$ cat src/rtl/instr_mem_axi_rd_slave.sv
// rtl/instr_mem_axi_rd_slave.sv - AXI4 read-only slave streaming instruction BRAM words with a 2-entry skid buffer
// Optional: define IMEM_ADDR_RANGE_CHECK_EN to return DECERR for bursts outside the mapped window.
module instr_mem_axi_rd_slave #(
   parameter int ADDR_SIZE = 32,
   parameter int DATA_WIDTH = 32,
   parameter int MEM_DEPTH = 1024,
   parameter logic [ADDR_SIZE-1:0] BASE_ADDR = '0
) (
   input  logic                         i_clk,
   input  logic                         i_areset_n,
   input  logic                         arvalid_i,
   input  logic [ADDR_SIZE-1:0]         araddr_i,
   input  logic [7:0]                   arlen_i,
   input  logic [2:0]                   arsize_i,
   input  logic [1:0]                   arburst_i,
   output logic                         arready_o,
   output logic                         rvalid_o,
   output logic [DATA_WIDTH-1:0]        rdata_o,
   output logic [1:0]                   rresp_o,
   output logic                         rlast_o,
   input  logic                         rready_i,
   output logic                         awready_o,
   output logic                         wready_o,
   output logic                         bvalid_o,
   output logic [1:0]                   bresp_o,
   output logic                         o_mem_en,
   output logic [$clog2(MEM_DEPTH)-1:0] o_mem_addr,
   input  logic [DATA_WIDTH-1:0]        i_mem_rdata
);
   localparam int AW = $clog2(MEM_DEPTH);
   localparam logic [1:0] RESP_OKAY = 2'b00, RESP_SLVERR = 2'b10, RESP_DECERR = 2'b11;
   localparam logic [1:0] BURST_FIXED = 2'b00, BURST_INCR = 2'b01;

   typedef enum logic {S_IDLE, S_BURST} state_t;

   state_t                state_q, state_d;
   logic                  arready_q, arready_d;
   logic [AW-1:0]         addr_q, addr_d;
   logic [7:0]            len_q, len_d;
   logic                  fixed_q, fixed_d;
   logic                  err_q, err_d;
   logic                  dec_q, dec_d;
   logic [8:0]            issue_q, issue_d;
   logic [8:0]            beat_q, beat_d;
   logic                  inflight_q;
   logic [DATA_WIDTH-1:0] fifo_q [2];
   logic                  wr_ptr_q, rd_ptr_q;
   logic [1:0]            cnt_q;

   logic                  mem_en, fifo_empty, rvalid, pop, push, fifo_pop, last_beat, range_bad;
   logic [DATA_WIDTH-1:0] head;
   logic [ADDR_SIZE-1:0]  byte_off;
   logic                  unused_off;

   assign byte_off   = araddr_i - BASE_ADDR;
   assign unused_off = &{1'b0, byte_off[ADDR_SIZE-1:AW+2], byte_off[1:0]};

`ifdef IMEM_ADDR_RANGE_CHECK_EN
   localparam logic [ADDR_SIZE+1:0] LIMIT = (ADDR_SIZE+2)'(BASE_ADDR) + (ADDR_SIZE+2)'(4 * MEM_DEPTH);
   logic [ADDR_SIZE+1:0] end_byte;
   // Start address of the final beat; FIXED bursts never leave the start word.
   assign end_byte  = {2'b00, araddr_i} +
                      ((arburst_i == BURST_FIXED) ? '0 : (ADDR_SIZE+2)'({arlen_i, 2'b00}));
   assign range_bad = (araddr_i < BASE_ADDR) || (end_byte >= LIMIT);
`else
   assign range_bad = 1'b0;
`endif

   // Returning BRAM data bypasses the buffer when it is empty, giving first beat at T+2.
   assign fifo_empty = (cnt_q == 2'd0);
   assign rvalid     = !fifo_empty || inflight_q;
   assign head       = fifo_empty ? i_mem_rdata : fifo_q[rd_ptr_q];
   assign pop        = rvalid && rready_i;
   assign fifo_pop   = pop && !fifo_empty;
   assign push       = inflight_q && !(fifo_empty && pop);
   assign last_beat  = (beat_q == {1'b0, len_q});

   always_comb begin
      state_d = state_q;
      addr_d  = addr_q;
      len_d   = len_q;
      fixed_d = fixed_q;
      err_d   = err_q;
      dec_d   = dec_q;
      issue_d = issue_q;
      beat_d  = beat_q;
      mem_en  = 1'b0;
      case (state_q)
         S_IDLE: begin
            if (arvalid_i && arready_q) begin
               addr_d  = byte_off[AW+1:2];
               len_d   = arlen_i;
               fixed_d = (arburst_i == BURST_FIXED);
               err_d   = (arsize_i != 3'd2) ||
                         ((arburst_i != BURST_FIXED) && (arburst_i != BURST_INCR));
               dec_d   = range_bad;
               issue_d = {1'b0, arlen_i} + 9'd1;
               beat_d  = '0;
               state_d = S_BURST;
            end
         end
         S_BURST: begin
            // Reads in flight plus buffered beats never exceed the two buffer slots.
            mem_en = (issue_q != 9'd0) && (({1'b0, cnt_q} + {2'b00, inflight_q}) < 3'd2);
            if (mem_en) begin
               issue_d = issue_q - 9'd1;
               if (!fixed_q) addr_d = addr_q + AW'(1);
            end
            if (pop) begin
               beat_d = beat_q + 9'd1;
               if (last_beat) state_d = S_IDLE;
            end
         end
         default: state_d = S_IDLE;
      endcase
      arready_d = (state_d == S_IDLE);
   end

   always_ff @(posedge i_clk or negedge i_areset_n) begin
      if (!i_areset_n) begin
         state_q    <= S_IDLE;
         arready_q  <= 1'b0;
         addr_q     <= '0;
         len_q      <= '0;
         fixed_q    <= 1'b0;
         err_q      <= 1'b0;
         dec_q      <= 1'b0;
         issue_q    <= '0;
         beat_q     <= '0;
         inflight_q <= 1'b0;
         wr_ptr_q   <= 1'b0;
         rd_ptr_q   <= 1'b0;
         cnt_q      <= '0;
      end else begin
         state_q    <= state_d;
         arready_q  <= arready_d;
         addr_q     <= addr_d;
         len_q      <= len_d;
         fixed_q    <= fixed_d;
         err_q      <= err_d;
         dec_q      <= dec_d;
         issue_q    <= issue_d;
         beat_q     <= beat_d;
         inflight_q <= mem_en;
         if (push) wr_ptr_q <= !wr_ptr_q;
         if (fifo_pop) rd_ptr_q <= !rd_ptr_q;
         cnt_q      <= cnt_q + {1'b0, push} - {1'b0, fifo_pop};
      end
   end

   always_ff @(posedge i_clk) begin
      if (push) fifo_q[wr_ptr_q] <= i_mem_rdata;
   end

   assign arready_o  = arready_q;
   assign rvalid_o   = rvalid;
   assign rlast_o    = rvalid && last_beat;
   assign rresp_o    = !rvalid ? RESP_OKAY :
                       err_q   ? RESP_SLVERR :
                       dec_q   ? RESP_DECERR : RESP_OKAY;
   assign rdata_o    = (rvalid && !err_q && !dec_q) ? head : '0;
   assign o_mem_en   = mem_en;
   assign o_mem_addr = addr_q;
   assign awready_o  = 1'b0;
   assign wready_o   = 1'b0;
   assign bvalid_o   = 1'b0;
   assign bresp_o    = RESP_OKAY;
endmodule

$ cat config.mk
export PLATFORM = sky130hd
export DESIGN_NAME = instr_mem_axi_rd_slave
export DESIGN_NICKNAME = d
export VERILOG_FILES = /design/src/rtl/instr_mem_axi_rd_slave.sv
export SDC_FILE = /design/constraint.sdc
export NUM_CORES = 1
export LEC_CHECK = 0
export ABC_AREA = 1
export CAP_MARGIN = 25
export CORE_ASPECT_RATIO = 1.75
export CORE_MARGIN = 2
export CORE_UTILIZATION = 50
export CTS_CLUSTER_SIZE = 8
export DETAILED_ROUTE_END_ITERATION = 7
export GPL_ROUTABILITY_DRIVEN = 0
export GPL_TIMING_DRIVEN = 0
export PLACE_DENSITY = 0.85
export SETUP_SLACK_MARGIN = 0.2
export SYNTH_ARGS = -nofsm -noshare
export SYNTH_HDL_FRONTEND = slang
export SYNTH_SLANG_ARGS = --single-unit
$ cat constraint.sdc
create_clock -name i_clk -period 5.7 [get_ports i_clk]
set_input_delay 1.71 -clock i_clk [delete_from_list [all_inputs] [get_ports i_clk]]
set_output_delay 1.71 -clock i_clk [all_outputs]
set_load 0.05 [all_outputs]
---- Word-level counts from Yosys, hierarchy flattened ----
Memory sizes are Yosys's and may differ from the RTL's.
Index checks and enable logic that the tools add are counted.
operators by class
  add/sub/neg operators ................... 7
  magnitude comparators ................... 1
  eq/ne operators ......................... 7
  muxes and demuxes ....................... 21
  bitwise gates (word level) .............. 2
  reductions and logical operators ........ 24
operators with widths
  kind                                                 count
  two-way mux 32 bit                                   2
  two-way mux 9 bit                                    4
  one-hot mux 9 bit (2 select lines)                   2
  two-way mux 10 bit                                   3
  one-hot mux 10 bit (2 select lines)                  1
  adder 10 x 1 -> 10 bit (second input constant)       1
  adder 8 x 1 -> 9 bit (second input constant)         1
  adder 9 x 1 -> 9 bit (second input constant)         1
  equality test 9 x 8 -> 1 bit                         1
  logical AND 1 bit                                    9
  nonzero test 9 bit                                   1
  subtractor 9 x 1 -> 9 bit (second input constant)    1
  two-way mux 1 bit                                    6
  != test 2 x 1 -> 1 bit (second input constant)       3
  AND reduction 2 bit                                  3
  zero test 1 bit                                      5
  zero test 2 bit                                      2
  two-way mux 2 bit                                    2
  != test 2 bit (second input constant)                2
  adder 2 x 1 -> 3 bit                                 1
  < comparator 3 x 2 -> 1 bit (second input constant)  1
  != test 3 x 2 -> 1 bit (second input constant)       1
  AND reduction 3 bit                                  1
  adder 2 x 1 -> 2 bit                                 1
  5 further kinds                                      7
storage, ports and cells
  bits in registers ....................... 45
  bits in writable memories ............... 64
  input port bits ......................... 81
  output and inout port bits .............. 53
  memories kept ........................... 1
memory list
  name    words  bits a word  rd ports  clocked after Yosys merged registers in  wr ports  line  text
  fifo_q  2      32           1         0                                        1         46    logic [DATA_WIDTH-1:0] fifo_q [2];

---- Depth between registers and ports, before layout ----
Gate-level depths: netlist of the first run.
  word-level depth ........................ 9
  depth in mapped cells ................... 10
  depth with buffers taken out ............ 10

---- Worst setup path before layout of the first run ----
No wires, ideal clock.
  kind .................................... input to output
  start ................................... in i_mem_rdata[10]
  end ..................................... out rdata_o[10]
  arrival ................................. 2.821 ns
  required time ........................... 3.990 ns
  slack ................................... 1.169 ns
  cell stages on the path ................. 2
  cell sequence ........................... nor2_1 -> nor3_1
on the way
  word-level cells in the longest chain between the ends .. 2
RTL lines
  what                line  text
  from (decl)         28    input logic [DATA_WIDTH-1:0] i_mem_rdata
  two-way mux 32 bit  72    assign head = fifo_empty ? i_mem_rdata : fifo_q[rd_ptr_q];
  two-way mux 32 bit  161   assign rdata_o = (rvalid && !err_q && !dec_q) ? head : '0;
  to (decl)           18    output logic [DATA_WIDTH-1:0] rdata_o,
Every way passes these cells.

---- Worst setup path after layout of the first run ----
  start ................................... in i_mem_rdata[25]
  end ..................................... out rdata_o[25]
Same word-level chain as after synthesis.

==> results of run 1 <==
==> stage by stage <==
step	power (mW)	hold WS, ps	setup slack [ps]
3_3_place_gp	2.86	471	629
6_report	3.54	497	537
2_1_floorplan	2.44	452	1170
3_5_place_dp	2.94	478	590
4_1_cts	3.54	497	580
5_1_grt	3.80	537	480
==> power by group <==
part / leakage, nW / switching [mW] / internal [mW]
registers: 1.15 / 0.159 / 1.12
clock network: 0.142 / 0.296 / 0.307
logic: 1.75 / 1.10 / 0.555
==> synthesized netlist by cell type, types with 5 or more instances <==
cell type and number:
sky130_fd_sc_hd__nand2_1 142, sky130_fd_sc_hd__nor2_1 99, sky130_fd_sc_hd__inv_1 76, sky130_fd_sc_hd__edfxtp_1 64, sky130_fd_sc_hd__dfrtp_1 45, sky130_fd_sc_hd__nand3_1 37
sky130_fd_sc_hd__nor3_1 33, sky130_fd_sc_hd__a211oi_1 31, sky130_fd_sc_hd__o21ai_0 27, sky130_fd_sc_hd__buf_2 14, sky130_fd_sc_hd__a21oi_1 7, sky130_fd_sc_hd__clkbuf_1 7
sky130_fd_sc_hd__buf_4 6, sky130_fd_sc_hd__ha_1 6, sky130_fd_sc_hd__xnor2_1 6, sky130_fd_sc_hd__o21ai_1 5
==> how the worst min path moves through the flow <==
| stage | start | end | slack (ps) | cells past startpoint |
|---|---|---|---|---|
| after floorplan | fixed_q | fixed_q | 450 | 2 |
| after global placement | fixed_q | fixed_q | 470 | 2 |
| after detailed placement | fixed_q | fixed_q | 480 | 2 |
| after CTS | fixed_q | fixed_q | 500 | 2 |
| after global routing | fixed_q | fixed_q | 540 | 2 |
| final | fixed_q | fixed_q | 500 | 2 |
==> cell type report <==
class	instances	share of cell area, %
inverters	80	4.24
clock buffers	9	3.18
multi-input cells	425	29.0
clock inverters	7	0.865
flip-flops and latches	109	43.0
repair buffers	106	15.0
plain buffers	30	2.37
well taps	130	2.30
==> cells by family (layout without fill, tap and decap cells) <==
| group | count (synthesis) | count (layout) | share of synthesized area (%) |
|---|---|---|---|
| and+or+nand+nor | 324 | 324 | 24.6 |
| adders and majority gates | 6 | 6 | 1.36 |
| DFF | 109 | 109 | 55.0 |
| buffers and inverters | 110 | 232 | 8.45 |
| xor gates and xnor gates | 8 | 8 | 1.27 |
| AOI/OAI and AO/OA | 81 | 81 | 9.17 |
| other | 1 | 6 | 0.0677 |
==> flip-flops by register name (all words and copies together) (netlist names) <==
signal and cells:
fifo_q 64, o_mem_addr 10, beat_q 9, issue_q 9
len_q 8, cnt_q 2, arready_o 1, err_q 1
fixed_q 1, inflight_q 1, rd_ptr_q 1, state_q 1
wr_ptr_q 1
==> worst min-delay path, stage by stage (launching register included) <==
cell	delay, ps
sky130_fd_sc_hd__dfrtp_1	350
sky130_fd_sc_hd__nand2_1	60
sky130_fd_sc_hd__o31ai_1	60
==> per-layer routing <==
layer,global-route usage (%),vias up,part of all wire (%)
met5,0,-,0
met4,9.08,0,2.3
met3,3.41,27,4.0
met2,43.5,159,56
met1,26.5,2283,38
li1,-,2346,-
==> load_flow_metrics.sql, run 1 <==
INSERT INTO impl_metrics (metric_group, metric, value, unit) VALUES
('status', 'status', 'completed', ''),
('synthesis', 'netlist.area_leader.share', '34.7', '%'),
('sta', 'timing.slew.headroom', '37.0', '%'),
('sta', 'finalWorstPathRequiredPeriod', '5160', 'ps'),
('critical_path', 'regToRegStartpoint', 'cnt_q[1]', ''),
('sta', 'clock_skew', '5.92', 'ps'),
('sta', 'fin_tns_setup', '0', 'ps'),
('synthesis', 'postSynth.asyncResetShare', '41.3', '%'),
('clocking', 'cts-hold-fix-buffers', '0', ''),
('clocking', 'cts_tree', 'built', ''),
('synthesis', 'synthesis.area', '5540', 'um^2'),
('global_routing', 'grt_max_degree', '40', ''),
('power_and_ir_drop', 'vdd_ir_drop_max', '0.396', 'mV'),
('min_path', 'hold_path_class', 'register to register', ''),
('floorplan', 'die_w', '83.6', 'um'),
('drt', 'post_drt_wl_per_cell', '14.8', 'um'),
('critical_path', 'worst_path_largest_cell_delay', '870', 'ps'),
('sta', 'max_slew.worst_pin.slew', '942', 'ps'),
('critical_path', 'critical_path.startpoint_type', 'input port', ''),
('critical_path', 'path_depth', '4', ''),
('sta', 'grt_setup_unrepaired', 'false', ''),
('sta', 'finalSetupViolCount', '0', ''),
('synthesis', 'synth_edf_count', '64', ''),
('clocking', 'cts_max_level', '3', ''),
('critical_path', 'cp_top_family', 'buffers and inverters', ''),
('clocking', 'clk_pin_slew_worst_paths', '70', 'ps'),
('clocking', 'cts_inserted_buffers', '9', ''),
('drt', 'detail-route-antenna-nets', '0', ''),
('critical_path', 'timing.critical_path.buf_inv', '2', ''),
('critical_path', 'critical_path.reg2reg.endpoint', 'fifo_q[1][24]', ''),
('critical_path', 'most_frequent_cell_on_critical_path', 'sky130_fd_sc_hd__clkdlybuf4s50_1', ''),
('clocking', 'clk_latency', '340', 'ps'),
('floorplan', 'core', '10800', 'um^2'),
('synthesis', 'synth_area_leader', 'sky130_fd_sc_hd__edfxtp_1', ''),
('critical_path', 'start_to_end_type_of_the_worst_setup_path', 'input port to output pin', ''),
('finish', 'instances_no_fill', '896', ''),
('floorplan', 'design.die.area', '12000', 'um^2'),
('placed_design', 'placement.cell_area', '6800', 'um^2'),
('finish', 'layout.nets', '848', ''),
('power_and_ir_drop', 'leakage', '3.05', 'nW'),
('clocking', 'cts.sink_count', '109', ''),
('global_routing', 'grt_overflow_total', '0', ''),
('synthesis', 'yosysWarnings', '0', ''),
('floorplan', 'design.portCount', '134', ''),
('sta', 'slew_violations', '0', ''),
('critical_path', 'timing.critical_path.cells', 'clkdlybuf4s50_1, nor2_1, nor3_1, clkdlybuf4s50_1', ''),
('placed_design', 'placed_cells', '880', ''),
('critical_path', 'worst_setup_path_startpoint', 'i_mem_rdata[25]', ''),
('drt', 'routed-via-count', '4815', ''),
('drt', 'wirelength', '13200', 'um'),
('drt', 'dr.pass1.iters', '5', ''),
('placed_design', 'dp.final_hpwl', '9920', 'um'),
('floorplan', 'initial_core_util', '51.5', '%'),
('global_routing', 'antenna_found_initial', '0', ''),
('synthesis', 'synth_cell_types', '36', ''),
('power_and_ir_drop', 'power_density_of_the_placed_cells', '499', 'nW/um^2'),
('drt', 'detail_route.drc_violations', '0', ''),
('critical_path', 'slowest_stage', 'sky130_fd_sc_hd__clkdlybuf4s50_1', ''),
('floorplan', 'placement_row_count', '50', ''),
('flow_run', 'max_cap_viol_count', '0', ''),
('finish', 'commonest_cells_after_routing_fill_and_taps_aside', '142 x sky130_fd_sc_hd__nand2_1, 104 x sky130_fd_sc_hd__clkdlybuf4s50_1, 97 x sky130_fd_sc_hd__nor2_1', ''),
('sta', 'final_min_period_over_clock_period', '90.6', '%'),
('finish', 'antenna_cells_inserted', '0', ''),
('finish', 'fillCellCount', '859', ''),
('finish', 'layout.cells.most_common', 'sky130_fd_sc_hd__nand2_1', ''),
('synthesis', 'syn-instance-count', '639', ''),
('critical_path', 'cp_data_required_time', '3990', 'ps'),
('clocking', 'ctsLongestPathBuffers', '2', ''),
('synthesis', 'synth_sequential_area_ratio', '55.0', '%'),
('global_routing', 'globalRouteTotalUtil', '23.2', '%'),
('drt', 'route.detailed.vias_per_inst', '5.37', '');
Note: power is estimated with default switching activity, not from simulation.
==> run 2, diff against run 1 <==
--- a/config.mk
+++ b/config.mk
@@ -7,15 +7,16 @@
 export LEC_CHECK = 0
 export ABC_AREA = 1
 export CAP_MARGIN = 25
-export CORE_ASPECT_RATIO = 1.75
+export CORE_ASPECT_RATIO = 1.25
 export CORE_MARGIN = 2
-export CORE_UTILIZATION = 50
+export CORE_UTILIZATION = 45
 export CTS_CLUSTER_SIZE = 8
 export DETAILED_ROUTE_END_ITERATION = 7
 export GPL_ROUTABILITY_DRIVEN = 0
 export GPL_TIMING_DRIVEN = 0
-export PLACE_DENSITY = 0.85
+export PLACE_DENSITY = 0.78
 export SETUP_SLACK_MARGIN = 0.2
+export SKIP_LAST_GASP = 1
 export SYNTH_ARGS = -nofsm -noshare
 export SYNTH_HDL_FRONTEND = slang
 export SYNTH_SLANG_ARGS = --single-unit
==> run 2 against run 1 <==
Net effect: via count shrank 1.0%; register-to-register slack lost 20 ps; flip-flop and latch count is the same; setup slack gained 67 ps; non-clock buffer count is the same; sequential share of layout area shrank 0.31 points; cell count grew 3.8%; power grew 0.29%; sequential power is essentially flat; wire length grew 0.77%; maximum frequency grew 1.3%; utilization shrank 6.9 points; critical path type unchanged; highest routed layer unchanged.
==> load_flow_metrics.sql, run 2 (synthesis gave the netlist of run 1 again) <==
INSERT INTO impl_metrics (metric_group, metric, value, unit) VALUES
('status', 'status', 'completed', ''),
('critical_path', 'slowest_stage', 'sky130_fd_sc_hd__clkdlybuf4s50_1', ''),
('floorplan', 'design.die.area', '13200', 'um^2'),
('floorplan', 'design.portCount', '134', ''),
('placed_design', 'dp_worst_setup_slack', '598', 'ps'),
('power_and_ir_drop', 'power_density_of_the_placed_cells', '497', 'nW/um^2'),
('finish', 'largest_register_ff_count', '64', ''),
('sta', 'final_min_period_over_clock_period', '89.4', '%'),
('power_and_ir_drop', 'fin_total_pwr', '3.55', 'mW'),
('floorplan', 'die_w', '103', 'um'),
('clocking', 'clk_pin_slew_worst_paths', '80', 'ps'),
('sta', 'finalSetupViolCount', '0', ''),
('finish', 'layout.cells.most_common', 'sky130_fd_sc_hd__nand2_1', ''),
('floorplan', 'placement_row_count', '45', ''),
('clocking', 'clk_latency', '360', 'ps'),
('critical_path', 'cp_data_required_time', '3990', 'ps'),
('power_and_ir_drop', 'leakage', '3.05', 'nW'),
('sta', 'grt_setup_unrepaired', 'false', ''),
('finish', 'antenna_cells_inserted', '0', ''),
('global_routing', 'antenna_found_initial', '0', ''),
('floorplan', 'initial_core_util', '45.7', '%'),
('critical_path', 'critical_path.startpoint_type', 'input port', ''),
('clocking', 'cts-hold-fix-buffers', '0', ''),
('critical_path', 'timing.critical_path.fanout_max', '3', ''),
('global_routing', 'globalRouteTotalUtil', '21.1', '%'),
('drt', 'first_iter_violations', '208', ''),
('finish', 'biggest_register', 'fifo_q', ''),
('floorplan', 'chipHeight', '128', 'um'),
('critical_path', 'arrival', '3390', 'ps'),
('sta', 'finalWorstPathRequiredPeriod', '5100', 'ps'),
('finish', 'drive_above_1_share', '7.05', '%'),
('critical_path', 'most_frequent_cell_on_critical_path', 'sky130_fd_sc_hd__clkdlybuf4s50_1', ''),
('clocking', 'ctsLongestPathBuffers', '2', ''),
('drt', 'detail_route.drc_violations', '0', ''),
('clocking', 'cts.sink_count', '109', ''),
('critical_path', 'cp_top_family', 'buffers and inverters', ''),
('finish', 'commonest_cells_after_routing_fill_and_taps_aside', '142 x sky130_fd_sc_hd__nand2_1, 104 x sky130_fd_sc_hd__clkdlybuf4s50_1, 97 x sky130_fd_sc_hd__nor2_1', ''),
('finish', 'layout.cell_area.non_filler', '7140', 'um^2'),
('power_and_ir_drop', 'vdd_ir_drop_max', '0.340', 'mV'),
('drt', 'post_drt_wl_per_cell', '14.3', 'um'),
('drt', 'route.detailed.vias_per_inst', '5.13', ''),
('sta', 'clock_skew', '11.0', 'ps'),
('drt', 'wirelength', '13300', 'um'),
('drt', 'detail-route-antenna-nets', '0', ''),
('sta', 'fin_tns_setup', '0', 'ps'),
('clocking', 'cts_max_level', '3', ''),
('clocking', 'cts_inserted_buffers', '9', ''),
('sta', 'finalHoldViolations', '0', ''),
('flow_run', 'max_cap_viol_count', '0', ''),
('global_routing', 'grt_first_pass_wirelength', '21900', 'um'),
('critical_path', 'timing.critical_path.cells', 'clkdlybuf4s50_1, nand2_1, a21oi_1, clkdlybuf4s50_1', ''),
('sta', 'fmaxAchievable', '196', 'MHz'),
('finish', 'area_growth', '28.9', '%'),
('global_routing', 'grt_max_degree', '33', ''),
('sta', 'max_slew.worst_pin.slew', '950', 'ps'),
('sta', 'timing.slew.headroom', '36.5', '%'),
('critical_path', 'worst_path_largest_cell_delay', '850', 'ps'),
('placed_design', 'io_buffers', '105', ''),
('min_path', 'hold_path_class', 'register to register', ''),
('critical_path', 'crit_path_end_kind', 'output pin', ''),
('drt', 'routed-via-count', '4767', ''),
('placed_design', 'placement.cell_area', '6840', 'um^2'),
('clocking', 'clock-root-buffer', 'sky130_fd_sc_hd__clkbuf_16', ''),
('critical_path', 'timing.critical_path.buf_inv', '2', ''),
('sta', 'hold_ws', '495', 'ps'),
('sta', 'fin_ws', '604', 'ps'),
('global_routing', 'vias_in_the_first_global_route', '4772', ''),
('floorplan', 'core', '12100', 'um^2'),
('finish', 'layout.nets', '848', ''),
('clocking', 'cts_tree', 'built', ''),
('clocking', 'post-cts-setup-buffers', '0', ''),
('drt', 'dr.pass1.iters', '5', ''),
('global_routing', 'grt_overflow_total', '0', ''),
('sta', 'slew_violations', '0', ''),
('critical_path', 'start_to_end_type_of_the_worst_setup_path', 'input port to output pin', ''),
('placed_design', 'dp.final_hpwl', '9860', 'um'),
('clocking', 'post_cts.resized_instances', '0', '');
-- run 2: cell type report --
class                           count  area [um^2]
Clock buffer                        9          225
Fill cell                        1057         4970
Sequential cell                   109         3050
Clock inverter                      7         70.1
Buffer                             30          168
Inverter                           80          300
Multi-Input combinational cell    425         2060
Timing Repair Buffer              106         1070
Tap cell                          164          205
-- run 2: routing by layer --
metal / wire, um / track usage (%)
met1: 5390 / 25.9
met2: 6700 / 35.9
met3: 940 / 4.91
met4: 287 / 7.82
met5: 0 / 0
-- run 2: worst reg2reg max path, cell delays in order (launching register included) --
cell and delay (ps):
sky130_fd_sc_hd__dfrtp_1 440, sky130_fd_sc_hd__nor2_4 100, sky130_fd_sc_hd__inv_2 130, sky130_fd_sc_hd__o21ai_2 140, sky130_fd_sc_hd__nor2_4 750
-- run 2: report_power, final --
group | switching, mW | total, mW | internal, mW
combinational | 1.09 | 1.65 | 0.556
clock | 0.315 | 0.627 | 0.312
sequential | 0.155 | 1.27 | 1.12
-- run 2: path summary, 6_finish.rpt --
path                                       to            start  cells after the start  slack, ps
worst max-delay path              rdata_o[30]  i_mem_rdata[30]                      4        600
worst min-delay path                 len_q[7]         len_q[7]                      2        490
worst max register to register  fifo_q[1][10]         cnt_q[1]                      4       3750
worst min register to register       len_q[7]         len_q[7]                      2        490
max in group asynchronous           beat_q[8]       i_areset_n                      2       3950
min in group asynchronous       o_mem_addr[3]       i_areset_n                      1       1250
-- run 2: metrics by stage --
stage | util [%] | instances
floorplan | - | 644
global placement | 56.3 | 913
detailed placement | 56.5 | 914
CTS | 59.0 | 930
global route | 59.0 | 930
finish | 59.0 | 930
